<file path="config.mk">
export PLATFORM = sky130hd
export DESIGN_NAME = seg7_scan_n_flat
export DESIGN_NICKNAME = d
export VERILOG_FILES = /design/src/rtl/seg7_scan_n_if.sv /design/src/rtl/seg7_scan_n.sv /design/src/flat_wrapper.sv
export SDC_FILE = /design/constraint.sdc
export NUM_CORES = 1
export LEC_CHECK = 0
export BUFFER_PORTS_ARGS = -buffer_cell sky130_fd_sc_hd__buf_2
export CAP_MARGIN = 20
export CELL_PAD_IN_SITES_DETAIL_PLACEMENT = 1
export CELL_PAD_IN_SITES_GLOBAL_PLACEMENT = 1
export CORE_MARGIN = 5
export CORE_UTILIZATION = 45
export CTS_CLUSTER_SIZE = 8
export DETAILED_ROUTE_END_ITERATION = 10
export PLACE_DENSITY = 0.83
export SYNTH_ARGS = -nofsm -noshare
export SYNTH_HDL_FRONTEND = slang
export SYNTH_SLANG_ARGS = --single-unit
</file>
<file path="constraint.sdc">
create_clock -name clk -period 7.9 [get_ports clk]
set_input_delay 1.58 -clock clk [delete_from_list [all_inputs] [get_ports clk]]
set_output_delay 1.58 -clock clk [all_outputs]
set_load 0.02 [all_outputs]
</file>
<file path="src/rtl/seg7_scan_n_if.sv">
// Load-side bus of the seven-segment scanner: new digit data plus its
// load strobe and the acknowledge that fires once the data is on display.
interface seg7_scan_n_if #(
  parameter int DIGITS = 8
);
  logic [4*DIGITS-1:0] x;
  logic [DIGITS-1:0]   dp_in;
  logic [DIGITS-1:0]   blink_en;
  logic                load;
  logic                load_ack;

  modport master (
    output x, dp_in, blink_en, load,
    input  load_ack
  );

  modport slave (
    input  x, dp_in, blink_en, load,
    output load_ack
  );
endinterface

</file>
<file path="src/rtl/seg7_scan_n.sv">
// Multiplexed common-anode seven-segment driver. New values wait in a
// shadow register and are only applied at a frame boundary, so a scan
// never shows half-old, half-new digits. Adds an anti-ghosting blank gap,
// leading-zero suppression and per-digit blinking.
module seg7_scan_n #(
  parameter int DIGITS       = 8,
  parameter int DWELL        = 250000,
  parameter int GAP          = 1000,
  parameter int BLINK_FRAMES = 50
) (
  input  logic              clk,
  input  logic              rst,
  seg7_scan_n_if.slave      bus,
  input  logic              lz_en_i,
  output logic              frame_tick_o,
  output logic [6:0]        a_to_g_o,
  output logic [DIGITS-1:0] an_o,
  output logic              dp_o
);

  localparam int CNT_W = (DWELL > 1) ? $clog2(DWELL) : 1;
  localparam int IDX_W = (DIGITS > 1) ? $clog2(DIGITS) : 1;
  localparam int FRM_W = (BLINK_FRAMES > 1) ? $clog2(BLINK_FRAMES) : 1;

  localparam logic [CNT_W-1:0] CNT_MAX = CNT_W'(DWELL - 1);
  localparam logic [CNT_W-1:0] GAP_C   = CNT_W'(GAP);
  localparam logic [IDX_W-1:0] IDX_MAX = IDX_W'(DIGITS - 1);
  localparam logic [FRM_W-1:0] FRM_MAX = FRM_W'(BLINK_FRAMES - 1);

  logic [CNT_W-1:0]    cnt_q, cnt_d;
  logic [IDX_W-1:0]    idx_q, idx_d;
  logic [FRM_W-1:0]    frameCnt_q;
  logic                phase_q;
  logic                frameTick_q;
  logic                boundary;

  logic [4*DIGITS-1:0] shadowX_q, activeX_q;
  logic [DIGITS-1:0]   shadowDp_q, activeDp_q;
  logic [DIGITS-1:0]   shadowBlink_q, activeBlink_q;
  logic                pending_q;
  logic                loadAck_q;

  logic [DIGITS:0]     zeroChain;
  logic [3:0]          curNib;
  logic                curDp, curBlink, curZero, blank;
  logic [DIGITS-1:0]   an_q, an_d;
  logic [6:0]          seg_q, seg_d;
  logic                dp_q, dp_d;

  assign boundary     = (idx_q == IDX_MAX) && (cnt_q == CNT_MAX);
  assign bus.load_ack = loadAck_q;
  assign frame_tick_o = frameTick_q;
  assign an_o         = an_q;
  assign a_to_g_o     = seg_q;
  assign dp_o         = dp_q;

  // Next dwell position: count within the digit, then step to the next digit.
  always_comb begin
    cnt_d = cnt_q + 1'b1;
    idx_d = idx_q;
    if (cnt_q == CNT_MAX) begin
      cnt_d = '0;
      idx_d = (idx_q == IDX_MAX) ? '0 : idx_q + 1'b1;
    end
  end

  // Dwell counter and digit index registers.
  always_ff @(posedge clk or posedge rst) begin
    if (rst) begin
      cnt_q <= '0;
      idx_q <= '0;
    end else begin
      cnt_q <= cnt_d;
      idx_q <= idx_d;
    end
  end

  // Frame tick and blink phase, which flips every BLINK_FRAMES frames.
  always_ff @(posedge clk or posedge rst) begin
    if (rst) begin
      frameCnt_q  <= '0;
      phase_q     <= 1'b0;
      frameTick_q <= 1'b0;
    end else begin
      frameTick_q <= boundary;
      if (boundary) begin
        if (frameCnt_q == FRM_MAX) begin
          frameCnt_q <= '0;
          phase_q    <= ~phase_q;
        end else begin
          frameCnt_q <= frameCnt_q + 1'b1;
        end
      end
    end
  end

  // Shadow capture and boundary transfer; a load in the boundary cycle
  // itself becomes the next pending value while the old shadow goes live.
  always_ff @(posedge clk or posedge rst) begin
    if (rst) begin
      shadowX_q     <= '0;
      shadowDp_q    <= '0;
      shadowBlink_q <= '0;
      activeX_q     <= '0;
      activeDp_q    <= '0;
      activeBlink_q <= '0;
      pending_q     <= 1'b0;
      loadAck_q     <= 1'b0;
    end else begin
      loadAck_q <= 1'b0;
      if (boundary && pending_q) begin
        activeX_q     <= shadowX_q;
        activeDp_q    <= shadowDp_q;
        activeBlink_q <= shadowBlink_q;
        loadAck_q     <= 1'b1;
      end
      if (bus.load) begin
        shadowX_q     <= bus.x;
        shadowDp_q    <= bus.dp_in;
        shadowBlink_q <= bus.blink_en;
        pending_q     <= 1'b1;
      end else if (boundary) begin
        pending_q <= 1'b0;
      end
    end
  end

  // Select the current digit's data and decide whether it is blanked.
  always_comb begin
    zeroChain         = '0;
    zeroChain[DIGITS] = 1'b1;
    for (int i = DIGITS - 1; i >= 0; i--) begin
      zeroChain[i] = zeroChain[i+1] && (activeX_q[4*i +: 4] == 4'd0);
    end
    curNib   = 4'd0;
    curDp    = 1'b0;
    curBlink = 1'b0;
    curZero  = 1'b0;
    for (int i = 0; i < DIGITS; i++) begin
      if (idx_q == IDX_W'(i)) begin
        curNib   = activeX_q[4*i +: 4];
        curDp    = activeDp_q[i];
        curBlink = activeBlink_q[i];
        curZero  = zeroChain[i];
      end
    end
    blank = (cnt_q < GAP_C)
         || (lz_en_i && (idx_q != '0) && curZero)
         || (phase_q && curBlink);
  end

  // Pin values for the next cycle: hex decode and one-hot-low anode.
  always_comb begin
    case (curNib)
      4'h0:    seg_d = 7'b0000001;
      4'h1:    seg_d = 7'b1001111;
      4'h2:    seg_d = 7'b0010010;
      4'h3:    seg_d = 7'b0000110;
      4'h4:    seg_d = 7'b1001100;
      4'h5:    seg_d = 7'b0100100;
      4'h6:    seg_d = 7'b0100000;
      4'h7:    seg_d = 7'b0001111;
      4'h8:    seg_d = 7'b0000000;
      4'h9:    seg_d = 7'b0000100;
      4'hA:    seg_d = 7'b0001000;
      4'hB:    seg_d = 7'b1100000;
      4'hC:    seg_d = 7'b0110001;
      4'hD:    seg_d = 7'b1000010;
      4'hE:    seg_d = 7'b0110000;
      default: seg_d = 7'b0111000;
    endcase
    an_d = ~(DIGITS'(1) << idx_q);
    dp_d = ~curDp;
    if (blank) begin
      seg_d = 7'b1111111;
      an_d  = '1;
      dp_d  = 1'b1;
    end
  end

  // Registered display outputs, all dark in reset.
  always_ff @(posedge clk or posedge rst) begin
    if (rst) begin
      an_q  <= '1;
      seg_q <= 7'b1111111;
      dp_q  <= 1'b1;
    end else begin
      an_q  <= an_d;
      seg_q <= seg_d;
      dp_q  <= dp_d;
    end
  end

endmodule

</file>
<file path="src/flat_wrapper.sv">
// flat-port wrapper written by rule: the top's interface ports become plain ports
module seg7_scan_n_flat 
#(
  parameter int DIGITS       = 8,
  parameter int DWELL        = 250000,
  parameter int GAP          = 1000,
  parameter int BLINK_FRAMES = 50
)
  (clk, rst, lz_en_i, frame_tick_o, a_to_g_o, an_o, dp_o, bus_x, bus_dp_in, bus_blink_en, bus_load, bus_load_ack);
  seg7_scan_n_if #(.DIGITS(DIGITS)) bus_i ();
  input  logic clk;
  input  logic rst;
  input  logic lz_en_i;
  output logic frame_tick_o;
  output logic [6:0] a_to_g_o;
  output logic [DIGITS-1:0] an_o;
  output logic dp_o;
  input wire logic [$bits(bus_i.x)-1:0] bus_x;
  input wire logic [$bits(bus_i.dp_in)-1:0] bus_dp_in;
  input wire logic [$bits(bus_i.blink_en)-1:0] bus_blink_en;
  input wire logic [$bits(bus_i.load)-1:0] bus_load;
  output wire logic [$bits(bus_i.load_ack)-1:0] bus_load_ack;
  assign bus_i.x = bus_x;
  assign bus_i.dp_in = bus_dp_in;
  assign bus_i.blink_en = bus_blink_en;
  assign bus_i.load = bus_load;
  assign bus_load_ack = bus_i.load_ack;
  seg7_scan_n #(.DIGITS(DIGITS), .DWELL(DWELL), .GAP(GAP), .BLINK_FRAMES(BLINK_FRAMES)) u_core (.clk(clk), .rst(rst), .bus(bus_i), .lz_en_i(lz_en_i), .frame_tick_o(frame_tick_o), .a_to_g_o(a_to_g_o), .an_o(an_o), .dp_o(dp_o));
endmodule
</file>
# Word-level counts from Yosys, hierarchy flattened
# Memories as Yosys holds them, arrays and structs flattened.
# Index checks and enable logic that the tools add are counted.
[op_classes]
reduce_logical = 26
bitwise_logic = 3
mux = 41
add_sub_neg = 3
n_shift = 1
magnitude_cmp = 1
eq_ne = 9
[op_table]
columns = ["op", "count"]
rows = [
  ["zero test 4 bit", 8],
  ["2-to-1 mux 4 bit", 8],
  ["2-to-1 mux 1 bit", 28],
  ["adder 18 x 1 -> 18 bit, second input constant", 1],
  ["== test 18 bit, second input constant", 1],
  ["< comparator 18 x 10 -> 1 bit, second input constant", 1],
  ["2-to-1 mux 18 bit", 1],
  ["== test 3 bit, second input constant", 4],
  ["logical AND 1 bit", 12],
  ["2-to-1 mux 8 bit", 1],
  ["NOT 8 bit", 1],
  ["left shift 1 x 3 -> 8 bit, first input constant", 1],
  ["2-to-1 mux 7 bit", 1],
  ["adder 6 x 1 -> 6 bit, second input constant", 1],
  ["== test 3 x 2 -> 1 bit, second input constant", 2],
  ["== test 6 bit, second input constant", 1],
  ["2-to-1 mux 6 bit", 1],
  ["adder 3 x 1 -> 3 bit, second input constant", 1],
  ["== test 3 x 1 -> 1 bit, second input constant", 1],
  ["zero test 3 bit", 1],
  ["2-to-1 mux 3 bit", 1],
  ["nonzero test 3 bit", 1],
  ["logical OR 1 bit", 2],
  ["NOT 1 bit", 2],
  ["other kinds (2)", 2],
]
[totals]
out_inout_bits = 18
in_bits = 52
reg_bits = 143
mem_count = 1
mem_bits_ro = 112
word_cells = 101
[mem_list]
columns = ["memory", "depth", "word_bits", "rd", "rd_clocked_by_memory_dff", "write_ports", "line_no", "text"]
rows = [
  ["(name not given)", 16, 7, 1, 0, 0, "seg7_scan_n.sv:154", "case (curNib)"],
]

# Longest topological paths before layout
[depth]
ltp_word = 20
ltp_mapped = 14
depth_no_buf = 11

# Least setup slack after synthesis
# OpenSTA, ideal clock, no wires.
[synth_path]
path_kind = "input to register"
startpoint = "input port lz_en_i"
endpoint = "register u_core.seg_q[5], in the netlist u_core.a_to_g_o[5]"
t_required_ns = 7.818
setup_ns = 0.082
n_path_buf = 1
stages = 7
slack_ns = 4.768
arrival_time_ns = 3.050
path_cell_list = "or4b_2 -> o31ai_1 -> nand2_1 -> o2111a_1 -> and2_1 -> clkbuf_1 -> o211ai_1"
[synth_via]
elab_chain_len = 5
[synth_lines]
columns = ["item", "line_no", "text"]
rows = [
  ["start, declared", "flat_wrapper.sv:13", "input logic lz_en_i;"],
  ["logical AND 1 bit (2 in series)", "seg7_scan_n.sv:148", "|| (lz_en_i && (idx_q != '0) && curZero)"],
  ["logical OR 1 bit", "seg7_scan_n.sv:148", ""],
  ["logical OR 1 bit", "seg7_scan_n.sv:149", "|| (phase_q && curBlink);"],
  ["2-to-1 mux 7 bit", "seg7_scan_n.sv:174", "if (blank) begin"],
  ["via u_core.seg_d[5]", "seg7_scan_n.sv:47", "logic [6:0] seg_q, seg_d;"],
  ["end signal, assigned", "seg7_scan_n.sv:189", "seg_q <= seg_d;"],
  ["end, declared", "seg7_scan_n.sv:47", ""],
]
# The timed path passes the listed nets, and every way through them passes these cells.
# A chain may end at the register's enable or synchronous reset.

# Worst setup path after layout
[layout_path]
startpoint = "register u_core.idx_q[2]"
endpoint = "register u_core.seg_q[6], in the netlist u_core.a_to_g_o[6]"
[layout_via]
elab_chain_len = 13
word_cells_on_any_way = 40
cone_classes = "7 x eq/ne; 25 x mux; 7 x reduce/logical; 1 x memory"
[layout_lines]
columns = ["item", "line_no", "text"]
rows = [
  ["start, declared", "seg7_scan_n.sv:31", "logic [IDX_W-1:0] idx_q, idx_d;"],
  ["start signal, assigned", "seg7_scan_n.sv:74", "idx_q <= idx_d;"],
  ["parallel branches: the longest is 12 deep, another holds memory (16 x 7 bit)", "-", ""],
  ["2-to-1 mux 7 bit *", "seg7_scan_n.sv:174", ""],
  ["via u_core.seg_d[6]", "seg7_scan_n.sv:47", ""],
]
# Mark *: on every way through the listed nets, which the timed path passes.

==> summary.md <==
| Metric | Value |
|---|---|
| Status | finished clean |
| Ys Warns | 0 |
| Crit path time final | 3820 ps |
| WP data required | ~8200 ps |
| Ports | 70 |
| Initial antenna violation count | 0 |
| Final hold violation count | 0 |
| Clock buffer depth | 2 |
| Reg-to-reg slack, setup | 4080 ps |
| Iter 0 DRT Violations | 233 |
| Syn_area_per_cell | ~12 um2 |
| Reg clk slew, reported paths | 60 ps |
| Pin count of the biggest net entering global routing | 82 |
| Crit path largest cell delay | 970 ps |
| Post-DRT Antenna Nets | 0 |
| HP Start | u_core.cnt_q[0] |
| Reg2reg start | u_core.idx_q[2] |
| Setup-failing EPs final | 0 |
| Worst clock skew | 8.56 ps |
| Routed WL | 16400 um |
| Buf/Inv on CP | 1 |
| Die X | 131 um |
| Worst rel slew slack | 23.0% |
| Worst Setup End Kind | register |
| First-pass GRT wire length | 26800 um |
| Final setup margin | ~4100 ps |
| Main synth FF type | dfrtp_1 |
| Ratio of cells with drive above 1 in the final layout | 35.5% |
| Initial Utilization | 45.7% |
| DRC Markers | 0 |
| Synth async-reset ratio | 100% |
| CTS tree | yes |
| Worst-path maximum fanout | 22 |
| Lkg Pwr | 3.58 nW |
| Post-CTS Setup Bufs | 0 |
| FF+latch count, synth | 143 |
| Core ar. | 0.0144 mm2 |
| TritonRoute pass-1 iters | 4 |
| Worst hold endpoint | u_core.cnt_q[0] |
| HP Class | register to register |
| Diodes inserted | 0 |
| Number of global-route vias before repair | 4894 |
| Mapped Nets | slightly above 600 |
| Post-CTS sizing | 0 |
| Max IR drop VDD | 0.182 mV |
| WL per Instance | just over 20 um |
| Register area share after synthesis | 54.6% |
| Remaining global-route overflow | 0 |
| Footprint of the multi-input gates | 0.00281 mm2 |
| CTS Root Cell | clkbuf_16 |
| Sequential standard cell area | 0.00360 mm2 |
| CP Data Arrival Time | 4120 ps |
| Synth-to-Final Area Change | 17.5% |
| Setup slack at placement | around 4300 ps |
| Row count | 44 |
| Cts hold-fix bufs | 0 |
| Synth top area share | about 48% |
| PortBufs | 69 |
| Synth Area in Compound Gates | about 7.7% |
| Die Span Y | 131 um |
| CP Cell Sequence | inv_1 > ha_1 > nor2_1 > a31oi_1 > o31ai_1 > nor3_1 > o41ai_1 |
| Htree depth | 4 |
| WS Path Type | register to register |
| Max Fclk | 262 MHz |
| Vias/cell | roughly 5.6 |
| Fraction of the mapped netlist area in simple logic gates | between 10% and 20% |
| Adder-cell share of the synthesized area | 2.85% |
| Mapped Area | 0.00659 mm2 |
| Syn Inst Count | 547 |
| DIE AREA | around 0.017 mm2 |
| Routed via count | 4532 |
| PwrDens | 218 mW/mm2 |
| Min-Delay Path Depth | 1 |
| Post-route total power | ~0.0017 W |
| Worst skew pair latency | 430 ps |
| RSZ-0062 raised after global routing | false |
| DP Wirelength | 11000 um |
| Max-cap violations | 0 |
| TritonCTS Buffers | 17 |
| XOR/XNOR Fraction of Synth Area | 2.26% |
| Setup TNS | 0 ps |
| R2r worst-path depth | 7 |
| Mux share of post-synthesis cell area | 18.0% |
| Total Nets Final | 679 |
| Critical path's slowest cell | o31ai_1 |
| Count leader, synth | dfrtp_1 |
| Yosys top cell by area | dfrtp_1 |
| Commonest cells post-synth | 127 x dfrtp_1, 78 x mux2_2, 42 x nand2_1 |
| FILL cells | 1510 |
| Synth area leaders | dfrtp_1 48%, mux2_2 13%, dfstp_2 6.4% |
| Delay-heaviest family, CP | compound AO/OA/AOI/OAI gates |
| Max-slew violations | 0 |
| End of the worst register-to-register path | u_core.a_to_g_o[6] |
| Largest family of logic cells by synthesized area | multiplexers |
| RePlAce Congestion | 0.927 |
| GRT Overall Usage | roughly 20% |
| CP Launch Type | register |
| Num Clock Sinks | 143 |
| Final period util | 48.4% |
| Number of distinct library cells after synthesis | 52 |
| Worst-Margin Slew | between 1000 and 1500 ps |
| Number of enable flip-flop cells after synthesis | 0 |
-- layout make-up --
cell class | count | share of cell area, %
Clock inverter | 13 | 2.46
Sequential cell | 143 | 46.5
Multi-Input combinational cell | 362 | 36.3
Inverter | 14 | 0.744
Clock buffer | 19 | 5.59
Tap cell | 184 | 2.97
Timing Repair Buffer | 74 | 5.46
-- cells by family (layout without fill, tap and decap cells) --
| logic type | after synthesis | in the layout |
|---|---|---|
| compound gates | 78 | 78 |
| xor+xnor | 17 | 17 |
| fa+ha+maj | 15 | 15 |
| buf+inv | 42 | 120 |
| flops | 143 | 143 |
| mux | 99 | 99 |
| simple gates | 153 | 153 |
-- through the flow --
stage          area (um2)  hold slack (ps)  std cells  utilization [%]
2_1_floorplan        6590              443        547                -
3_3_place_gp         7060              464        775             49.0
3_5_place_dp         7060              483        775             49.0
4_1_cts              7680              500        807             53.3
5_1_grt              7740              517        809             53.7
6_report             7740              496        809             53.7
-- layer usage --
layer	track usage (%)	wire length (um)	vias up
met4	5.99	216	0
li1	-	-	2081
met5	0	0	-
met3	5.04	675	20
met2	35.3	8580	99
met1	25.7	6910	2332
-- sequential cells by signal, indices dropped and copies added, names as in the netlist --
signal / count
u_core.activeX_q: 32
u_core.shadowX_q: 32
u_core.cnt_q: 18
u_core.activeBlink_q: 8
u_core.activeDp_q: 8
u_core.an_o: 8
u_core.shadowBlink_q: 8
u_core.shadowDp_q: 8
u_core.a_to_g_o: 7
u_core.frameCnt_q: 6
u_core.idx_q: 3
u_core.bus.load_ack: 1
u_core.dp_o: 1
u_core.frame_tick_o: 1
u_core.pending_q: 1
u_core.phase_q: 1
-- worst max-delay path by stage --
| stage | startpoint | endpoint | slack [ps] | cells after the start |
|---|---|---|---|---|
| after floorplan | rst | u_core.activeBlink_q[0] | 2510 | 1 |
| after global placement | u_core.idx_q[2] | u_core.a_to_g_o[6] | 4470 | 7 |
| after detailed placement | u_core.idx_q[2] | u_core.a_to_g_o[4] | 4280 | 7 |
| final | u_core.idx_q[2] | u_core.a_to_g_o[6] | 4080 | 7 |
| after global routing | u_core.idx_q[2] | u_core.a_to_g_o[6] | 3940 | 7 |
| after CTS | u_core.idx_q[2] | u_core.a_to_g_o[6] | 4220 | 7 |
-- where the power goes --
group          total (W)  leakage (nW)  switching [W]  internal (W)
clock network   0.000849         0.289       0.000320      0.000529
registers       0.000774          1.81      0.0000160      0.000758
logic          0.0000642          1.47      0.0000297     0.0000344
total            0.00169          3.58       0.000365       0.00132
-- layout by cell type, fill, tap and decap left out, types with 7 or more instances in the layout --
cell,count
mux2_4,20
nand2_1,42
nor4_1,8
mux2_2,78
nor2b_1,7
xnor2_1,7
a21oi_1,17
inv_1,13
nor3_1,8
nand4_1,7
xor2_1,10
dfstp_2,16
buf_2,69
o21ai_0,21
clkbuf_16,17
nand3_1,22
dfrtp_1,127
ha_1,15
nor2_1,31
(Power assumes the default switching activity.)
